<file path="src/rtl/modulator_scheduler.sv">
// Round-robin scheduler for two encoded-message sources: hands one message at a time
// to a modulator, then streams the four returned symbols out over a valid/ready port.
module modulator_scheduler #(
    parameter int DATA_W      = 32,
    parameter int SYM_W       = DATA_W / 4,
    parameter int ACK_TIMEOUT = 15
) (
    input  logic              clk,
    input  logic              rst,
    input  logic [1:0]        src_valid,
    input  logic [DATA_W-1:0] src_data0,
    input  logic [DATA_W-1:0] src_data1,
    output logic [1:0]        src_ready,
    output logic              mod_en,
    output logic              mod_req,
    output logic [DATA_W-1:0] mod_data,
    input  logic              mod_ack,
    input  logic [DATA_W-1:0] mod_sym,
    output logic              sym_valid,
    input  logic              sym_ready,
    output logic [SYM_W-1:0]  sym_data,
    output logic              sym_src,
    output logic              sym_last,
    output logic              busy,
    output logic              timeout_err
);

    localparam int CNT_W = (ACK_TIMEOUT < 2) ? 1 : $clog2(ACK_TIMEOUT + 1);
    localparam logic [CNT_W-1:0] TIMEOUT_V = CNT_W'(ACK_TIMEOUT);
    localparam logic [CNT_W-1:0] CNT_ONE   = CNT_W'(1);

    typedef enum logic [1:0] {
        S_IDLE   = 2'd0,
        S_REQ    = 2'd1,
        S_STREAM = 2'd2
    } state_t;

    state_t            state_q, state_d;
    logic              pref_q, pref_d;
    logic              grant_q, grant_d;
    logic [DATA_W-1:0] mod_data_q, mod_data_d;
    logic [CNT_W-1:0]  wait_q, wait_d;
    logic [1:0]        idx_q, idx_d;
    logic [SYM_W-1:0]  sym_buf_q [4];
    logic [SYM_W-1:0]  sym_buf_d [4];
    logic              err_q, err_d;
    logic              take_s;
    logic              grant_s;

    // Arbitration: pref_q names the source that wins a tie (the one not served last).
    always_comb begin
        take_s  = (state_q == S_IDLE) && (src_valid != 2'b00) && !rst;
        grant_s = 1'b0;
        if (src_valid == 2'b11) begin
            grant_s = pref_q;
        end else if (src_valid == 2'b10) begin
            grant_s = 1'b1;
        end else begin
            grant_s = 1'b0;
        end
    end

    // Next-state logic; a late ack in the final allowed cycle beats the timeout.
    always_comb begin
        state_d    = state_q;
        pref_d     = pref_q;
        grant_d    = grant_q;
        mod_data_d = mod_data_q;
        wait_d     = wait_q;
        idx_d      = idx_q;
        sym_buf_d  = sym_buf_q;
        err_d      = err_q;
        case (state_q)
            S_IDLE: begin
                if (take_s) begin
                    state_d    = S_REQ;
                    grant_d    = grant_s;
                    pref_d     = ~grant_s;
                    mod_data_d = grant_s ? src_data1 : src_data0;
                    wait_d     = '0;
                end else begin
                    state_d = S_IDLE;
                end
            end
            S_REQ: begin
                if (mod_ack) begin
                    for (int k = 0; k < 4; k++) begin
                        sym_buf_d[k] = mod_sym[k*SYM_W +: SYM_W];
                    end
                    idx_d   = 2'd0;
                    state_d = S_STREAM;
                end else if ((wait_q + CNT_ONE) == TIMEOUT_V) begin
                    err_d   = 1'b1;
                    wait_d  = '0;
                    state_d = S_IDLE;
                end else begin
                    wait_d = wait_q + CNT_ONE;
                end
            end
            S_STREAM: begin
                if (sym_ready) begin
                    idx_d = idx_q + 2'd1;
                    if (idx_q == 2'd3) begin
                        state_d = S_IDLE;
                    end else begin
                        state_d = S_STREAM;
                    end
                end else begin
                    idx_d = idx_q;
                end
            end
            default: begin
                state_d = S_IDLE;
            end
        endcase
    end

    // State and datapath registers with synchronous reset.
    always_ff @(posedge clk) begin
        if (rst) begin
            state_q    <= S_IDLE;
            pref_q     <= 1'b0;
            grant_q    <= 1'b0;
            mod_data_q <= '0;
            wait_q     <= '0;
            idx_q      <= 2'd0;
            err_q      <= 1'b0;
            for (int k = 0; k < 4; k++) begin
                sym_buf_q[k] <= '0;
            end
        end else begin
            state_q    <= state_d;
            pref_q     <= pref_d;
            grant_q    <= grant_d;
            mod_data_q <= mod_data_d;
            wait_q     <= wait_d;
            idx_q      <= idx_d;
            err_q      <= err_d;
            sym_buf_q  <= sym_buf_d;
        end
    end

    // Output decode; symbol fields read zero whenever nothing is being streamed.
    always_comb begin
        src_ready   = 2'b00;
        sym_data    = '0;
        sym_src     = 1'b0;
        if (take_s) begin
            src_ready = grant_s ? 2'b10 : 2'b01;
        end else begin
            src_ready = 2'b00;
        end
        if (state_q == S_STREAM) begin
            sym_data = sym_buf_q[idx_q];
            sym_src  = grant_q;
        end else begin
            sym_data = '0;
            sym_src  = 1'b0;
        end
        mod_en      = (state_q == S_REQ);
        mod_req     = (state_q == S_REQ);
        sym_valid   = (state_q == S_STREAM);
        sym_last    = (state_q == S_STREAM) && (idx_q == 2'd3);
        busy        = (state_q != S_IDLE);
        mod_data    = mod_data_q;
        timeout_err = err_q;
    end

endmodule

</file>
<file path="config.mk">
export PLATFORM = sky130hd
export DESIGN_NAME = modulator_scheduler
export DESIGN_NICKNAME = d
export VERILOG_FILES = /design/src/rtl/modulator_scheduler.sv
export SDC_FILE = /design/constraint.sdc
export NUM_CORES = 1
export LEC_CHECK = 0
export CORE_ASPECT_RATIO = 1.4
export CORE_MARGIN = 2
export CORE_UTILIZATION = 44
export CTS_BUF_LIST = sky130_fd_sc_hd__clkbuf_16
export DETAILED_ROUTE_END_ITERATION = 7
export GPL_TIMING_DRIVEN = 1
export HOLD_SLACK_MARGIN = 0.08
export PLACE_DENSITY = 0.86
export SYNTH_ARGS = -nofsm -noshare
export SYNTH_HDL_FRONTEND = slang
export SYNTH_SLANG_ARGS = --single-unit
</file>
<file path="constraint.sdc">
create_clock -name clk -period 2.3 [get_ports clk]
set_input_delay 0.23 -clock clk [delete_from_list [all_inputs] [get_ports clk]]
set_output_delay 0.23 -clock clk [all_outputs]
set_load 0.02 [all_outputs]
</file>
# == Word-level counts from Yosys, hierarchy flattened ==
# Cells that the tools add are included.
# classes
n_addsub,2
n_lt_le_gt_ge,1
eq_ne,11
n_mux,23
bitwise_logic,3
n_reduce_logical,15
# ops
operator,count
$mux W32,1
$mux W8,3
$bmux W8 S2,1
$mux W2,8
$mux W4,3
$reduce_and A3 Y1,3
$eq A2 B2 Y1 const B,4
$pmux W4 S2,1
$reduce_bool A2 Y1,4
$pmux W2 S3,1
$reduce_and A2 Y1,3
$add A4 B1 Y4 const B,1
$eq A4 B4 Y1 const B,1
$mux W1,4
$ne A2 B1 Y1 const B,2
$ne A2 B2 Y1 const B,2
$pmux W2 S2,1
$ge A3 B3 Y1 const B,1
$logic_and A1 B1 Y1,3
$ne A3 B1 Y1 const B,1
$not A2 Y3,1
$add A2 B1 Y2 const B,1
$eq A2 B1 Y1 const B,1
$logic_not A2 Y1,1
2 further kinds,3
# totals
ff_bits,75
inputBits,102
output_inout_bits,49
word_cells,66

# == Depth between registers and ports, before layout ==
# logic_depth
depth_word,5
mapped_depth,7
depth_no_buf,6

# == Least setup slack after synthesis ==
# No wires, ideal clock.
# synth_path
kind,reg2out
from,register idx_q[0]
to,output port sym_data[0]
arrival_time_ps,1302
required_ps,2070
path_slack_ps,768
stages_incl_launch_ff,4
path_buffers,1
path_cell_list,dfxtp_1 > buf_2 > mux4_2 > and2_1
# synth_via
elab_chain_len,5
# synth_rtl
element,line,text
"start, declared",43,"logic [1:0] idx_q, idx_d;"
"start signal, assigned",137,idx_q <= idx_d;
$not A2 Y3 (not written as such),154,sym_data = sym_buf_q[idx_q];
$bmux W8 S2,154,
$mux W8 (not written as such) (2 in a row),154,
$mux W8,153,if (state_q == S_STREAM) begin
"end, declared",21,"output logic [SYM_W-1:0] sym_data,"
# Every way passes these cells. The select of a mux whose other input is x is not followed.

# == Worst setup path after layout ==
# layout_path
from,register state_q[1]
to,output port sym_src
# layout_via
elab_chain_len,2
# layout_rtl
element,line,text
"start, declared",38,"state_t state_q, state_d;"
"start signal, assigned",132,state_q <= state_d;
$eq A2 B2 Y1,153,
$mux W1,153,
"end, declared",22,"output logic sym_src,"
# Every way passes these cells.

==> flow_summary.html <==
<table>
<tr><th>Metric</th><th>Value</th></tr>
<tr><th colspan="2">Status</th></tr>
<tr><td>Outcome</td><td>finished clean</td></tr>
<tr><th colspan="2">Clock tree</th></tr>
<tr><td>Maximum clock path buffer count</td><td>2</td></tr>
<tr><td>Insertion delay of the later-clocked pin in the worst-skew pair</td><td>about 0.33 ns</td></tr>
<tr><td>Count of H-tree levels built during CTS</td><td>3</td></tr>
<tr><td>CTS tree</td><td>built</td></tr>
<tr><td>Register clock-pin slew on the reported worst setup and hold paths</td><td>approximately 0.050 ns</td></tr>
<tr><td>Root Buffer</td><td>clkbuf_16</td></tr>
<tr><td>Number of buffers created by CTS</td><td>9</td></tr>
<tr><td>Clock Sinks</td><td>75</td></tr>
<tr><th colspan="2">Setup path</th></tr>
<tr><td>Startpoint of the most critical setup path</td><td>state_q[1]</td></tr>
<tr><td>R2R Path Start</td><td>state_q[0]</td></tr>
<tr><td>Flop-to-flop setup slack</td><td>slightly below 0.7 ns</td></tr>
<tr><td>Startpoint-to-endpoint class of the critical path</td><td>register to primary output</td></tr>
<tr><td>Endpoint type of the worst setup path</td><td>primary output</td></tr>
<tr><td>Maximum fanout along the worst path</td><td>15</td></tr>
<tr><td>Data required time at the worst endpoint</td><td>2.07 ns</td></tr>
<tr><td>Worst Setup Start Kind</td><td>register</td></tr>
<tr><td>CP Capture Point</td><td>sym_src</td></tr>
<tr><td>Cells on worst reg2reg path</td><td>5</td></tr>
<tr><td>Endpoint of the worst-slack reg-to-reg timing path</td><td>mod_data[31]</td></tr>
<tr><td>Arrival time at the worst endpoint</td><td>~2 ns</td></tr>
<tr><th colspan="2">Pwr</th></tr>
<tr><td>PD cells</td><td>686.1 nW/um^2</td></tr>
<tr><td>Leakage Power</td><td>around 1.9 nW</td></tr>
<tr><td>Peak ir drop on the vdd network</td><td>0.3926 mV</td></tr>
<tr><th colspan="2">STA</th></tr>
<tr><td>Final hold viol count</td><td>0</td></tr>
<tr><td>Sum of negative setup slack</td><td>0 ns</td></tr>
<tr><td>Highest clock frequency the design can meet</td><td>about 0.46 GHz</td></tr>
<tr><td>Tightest slew margin relative to the limit</td><td>48.47%</td></tr>
<tr><td>Clk_skew</td><td>0.005557 ns</td></tr>
<tr><td>Final number of max-transition violations</td><td>0</td></tr>
<tr><td>Final setup viols</td><td>0</td></tr>
<tr><td>Transition time of the tightest slew-check pin</td><td>roughly 0.77 ns</td></tr>
<tr><td>Time the worst path needs with I/O delays and setup</td><td>about 2.2 ns</td></tr>
<tr><td>Worst Setup Slack, final</td><td>approximately 0.11 ns</td></tr>
<tr><td>Setup repair after global routing missed its margin</td><td>false</td></tr>
<tr><td>Portion of the clock cycle consumed by the worst path in the final layout</td><td>a little over nine tenths</td></tr>
<tr><th colspan="2">Global routing</th></tr>
<tr><td>Grt total ovfl</td><td>0</td></tr>
<tr><td>Via count of the first global-routing pass</td><td>~3100</td></tr>
<tr><td>Tot GR Track Use</td><td>between 20% and 30%</td></tr>
<tr><td>Global-route wire length before repair</td><td>approximately 15000 um</td></tr>
<tr><td>Initial antenna violation count</td><td>0</td></tr>
<tr><td>Largest net degree at the start of global routing</td><td>slightly below 80</td></tr>
<tr><th colspan="2">Yosys</th></tr>
<tr><td>Synth Register Bits</td><td>75</td></tr>
<tr><td>Yosys top cell by area</td><td>dfxtp_1</td></tr>
<tr><td>Part of the Yosys area used for sequential elements</td><td>between 40% and 50%</td></tr>
<tr><td>Area share of the leading cell type in the synthesized netlist</td><td>47.75%</td></tr>
<tr><td>Synth warnings</td><td>0</td></tr>
<tr><td>Most numerous cell types in the synthesized netlist</td><td>75 x dfxtp_1, 69 x nand2_1, 39 x a21oi_1</td></tr>
<tr><td>Post-synthesis instance area</td><td>about 3100 sq um</td></tr>
<tr><td>Mapped Cells</td><td>between 300 and 400</td></tr>
<tr><td>Synthesized netlist net count</td><td>roughly 450</td></tr>
<tr><td>Number of enable-type register cells in the synthesized netlist</td><td>0</td></tr>
<tr><td>Unique masters post-synth</td><td>34</td></tr>
<tr><td>Cell with the most instances after synthesis</td><td>dfxtp_1</td></tr>
<tr><td>Async set or reset register ratio after synthesis</td><td>0%</td></tr>
<tr><td>Cells taking the most area after synthesis</td><td>dfxtp_1 48%, a222oi_1 10%, nand2_1 8.2%, a21oi_1 6.2%, mux4_2 5.7%</td></tr>
<tr><td>Primary flip-flop cell chosen by synthesis mapping</td><td>dfxtp_1</td></tr>
<tr><td>Mean post-synth cell area</td><td>just over 9 sq um</td></tr>
<tr><th colspan="2">Layout</th></tr>
<tr><td>Total non-filler cell area in the finished layout</td><td>a little under 5000 sq um</td></tr>
<tr><td>Count of inserted antenna diode cells</td><td>0</td></tr>
<tr><td>Synthesis-to-finish area growth</td><td>56.94%</td></tr>
<tr><td>Final Net Count</td><td>between 500 and 600</td></tr>
<tr><td>Layout cells sized above 1</td><td>6.996%</td></tr>
<tr><th colspan="2">Routing</th></tr>
<tr><td>Number of remaining DRC errors</td><td>0</td></tr>
<tr><td>Detail-routed net length per standard cell</td><td>16.79 um</td></tr>
<tr><td>Vias after detailed routing</td><td>around 3200</td></tr>
<tr><td>Number of nets still failing antenna checks after routing</td><td>0</td></tr>
<tr><td>DR iter-0 viols</td><td>250</td></tr>
<tr><td>Number of optimization iterations in the first detailed-route pass</td><td>5</td></tr>
<tr><td>Routed vias/inst</td><td>5.430</td></tr>
<tr><td>Detailed Route WL</td><td>roughly 9800 um</td></tr>
<tr><th colspan="2">Die</th></tr>
<tr><td>Number of top-level pins</td><td>between 150 and 200</td></tr>
<tr><td>Die area</td><td>roughly 8000 sq um</td></tr>
<tr><td>Standard-cell rows</td><td>36</td></tr>
<tr><td>Core Box Area</td><td>between 6000 and 7000 sq um</td></tr>
<tr><td>Initial core utilization</td><td>45.33%</td></tr>
<tr><td>DIE HEIGHT</td><td>104.0 um</td></tr>
<tr><td>Horizontal extent of the die</td><td>between 70 and 80 um</td></tr>
<tr><th colspan="2">Run</th></tr>
<tr><td>Count of max-cap constraint violations</td><td>0</td></tr>
<tr><th colspan="2">Worst hold path</th></tr>
<tr><td>Class of the tightest hold or removal check</td><td>register to register</td></tr>
<tr><th colspan="2">Placed design</th></tr>
<tr><td>Final weighted congestion in routability-driven placement</td><td>just over 0.8</td></tr>
<tr><td>Final HPWL from detailed placement</td><td>around 6700 um</td></tr>
<tr><td>Cell area after placement</td><td>roughly 4700 sq um</td></tr>
<tr><td>Setup slack at placement</td><td>0.3130 ns</td></tr>
<tr><td>Count of buffers inserted at the top-level ports</td><td>150</td></tr>
</table>
## logic make-up after synthesis
family | after synthesis | share of synthesized area, %
flops | 75 | 47.75
xor+xnor | 3 | 0.8358
simple gates | 136 | 19.42
fa+ha+maj | 3 | 1.194
buf+inv | 36 | 5.889
mux | 8 | 5.730
compound gates | 83 | 19.18
## flip-flops by register name, summed over array words and instances (netlist names)
signal	cells
mod_data	32
idx_q	2
grant_q	1
sym_buf_q	32
wait_q	4
pref_q	1
state_q	2
timeout_err	1
## how the worst min path moves through the flow
| stage | cells past startpoint | to | startpoint |
|---|---|---|---|
| after floorplan | 2 | sym_buf_q[0] | mod_sym[24] |
| after global placement | 1 | grant_q | grant_q |
| final | 1 | grant_q | grant_q |
| after CTS | 3 | sym_buf_q[11] | mod_sym[19] |
| after global routing | 3 | sym_buf_q[2] | mod_sym[26] |
| after detailed placement | 1 | grant_q | grant_q |
## power breakdown
group          leakage [nW]  internal [W]  switching (W)
Combinational          1.09      0.000342       0.000287
Sequential            0.611       0.00138      0.0000453
Clock                 0.149      0.000827       0.000507
Total                  1.86       0.00255       0.000840
## repair_timing
item / in CTS / in global routing
setup endpoints to repair: 8 / 0
buffers inserted: 0 / 0
resized for setup: 8 / 0
hold buffers: 0 / 0
endpoints found under the hold margin: 0 / 0
## critical path, stage by stage, from the launching register on
cell             delay, ns
dfxtp_1               0.41
and2b_1               0.43
and2_1                0.19
clkdlybuf4s50_1       0.60
## cell type report
class	instances	area, sq um
Clock buffer	9	225.2
Tap cell	95	118.9
Inverter	3	11.26
Clock inverter	7	62.56
Multi-Input combinational cell	233	1461
Timing Repair Buffer	159	1554
Sequential cell	75	1501
Fill cell	544	2002
## metrics by stage
stage	hold WS, ns	instances	util [%]	power, W
floorplan	0.3660	344	-	0.001740
global placement	0.4269	565	67.14	0.002055
detailed placement	0.4369	565	67.14	0.002073
CTS	0.4416	581	71.14	0.003418
global route	0.4540	581	71.14	0.003515
finish	0.4434	581	71.14	0.003386
## metal layers
layer	share of wire (%)	global-route usage [%]	vias to the layer above
met1	38	26.75	1457
li1	-	-	1515
met3	8.9	7.364	20
met5	0	0	-
met2	51	41.18	163
met4	2.3	9.900	0
## layout by cell type, fill, tap and decap left out, types with 3 or more instances in the layout
| cell | n |
|---|---|
| ha_1 | 3 |
| xor2_1 | 3 |
| nand4b_1 | 4 |
| clkbuf_16 | 9 |
| clkdlybuf4s50_1 | 141 |
| nand2_1 | 69 |
| and2_1 | 10 |
| dlygate4sd2_1 | 8 |
| nor2_1 | 37 |
| mux4_2 | 8 |
| dfxtp_1 | 75 |
| a21oi_1 | 39 |
| buf_4 | 9 |
| a222oi_1 | 32 |
| nand3b_1 | 3 |
| inv_1 | 6 |
Power figures use the tool's default switching activity.
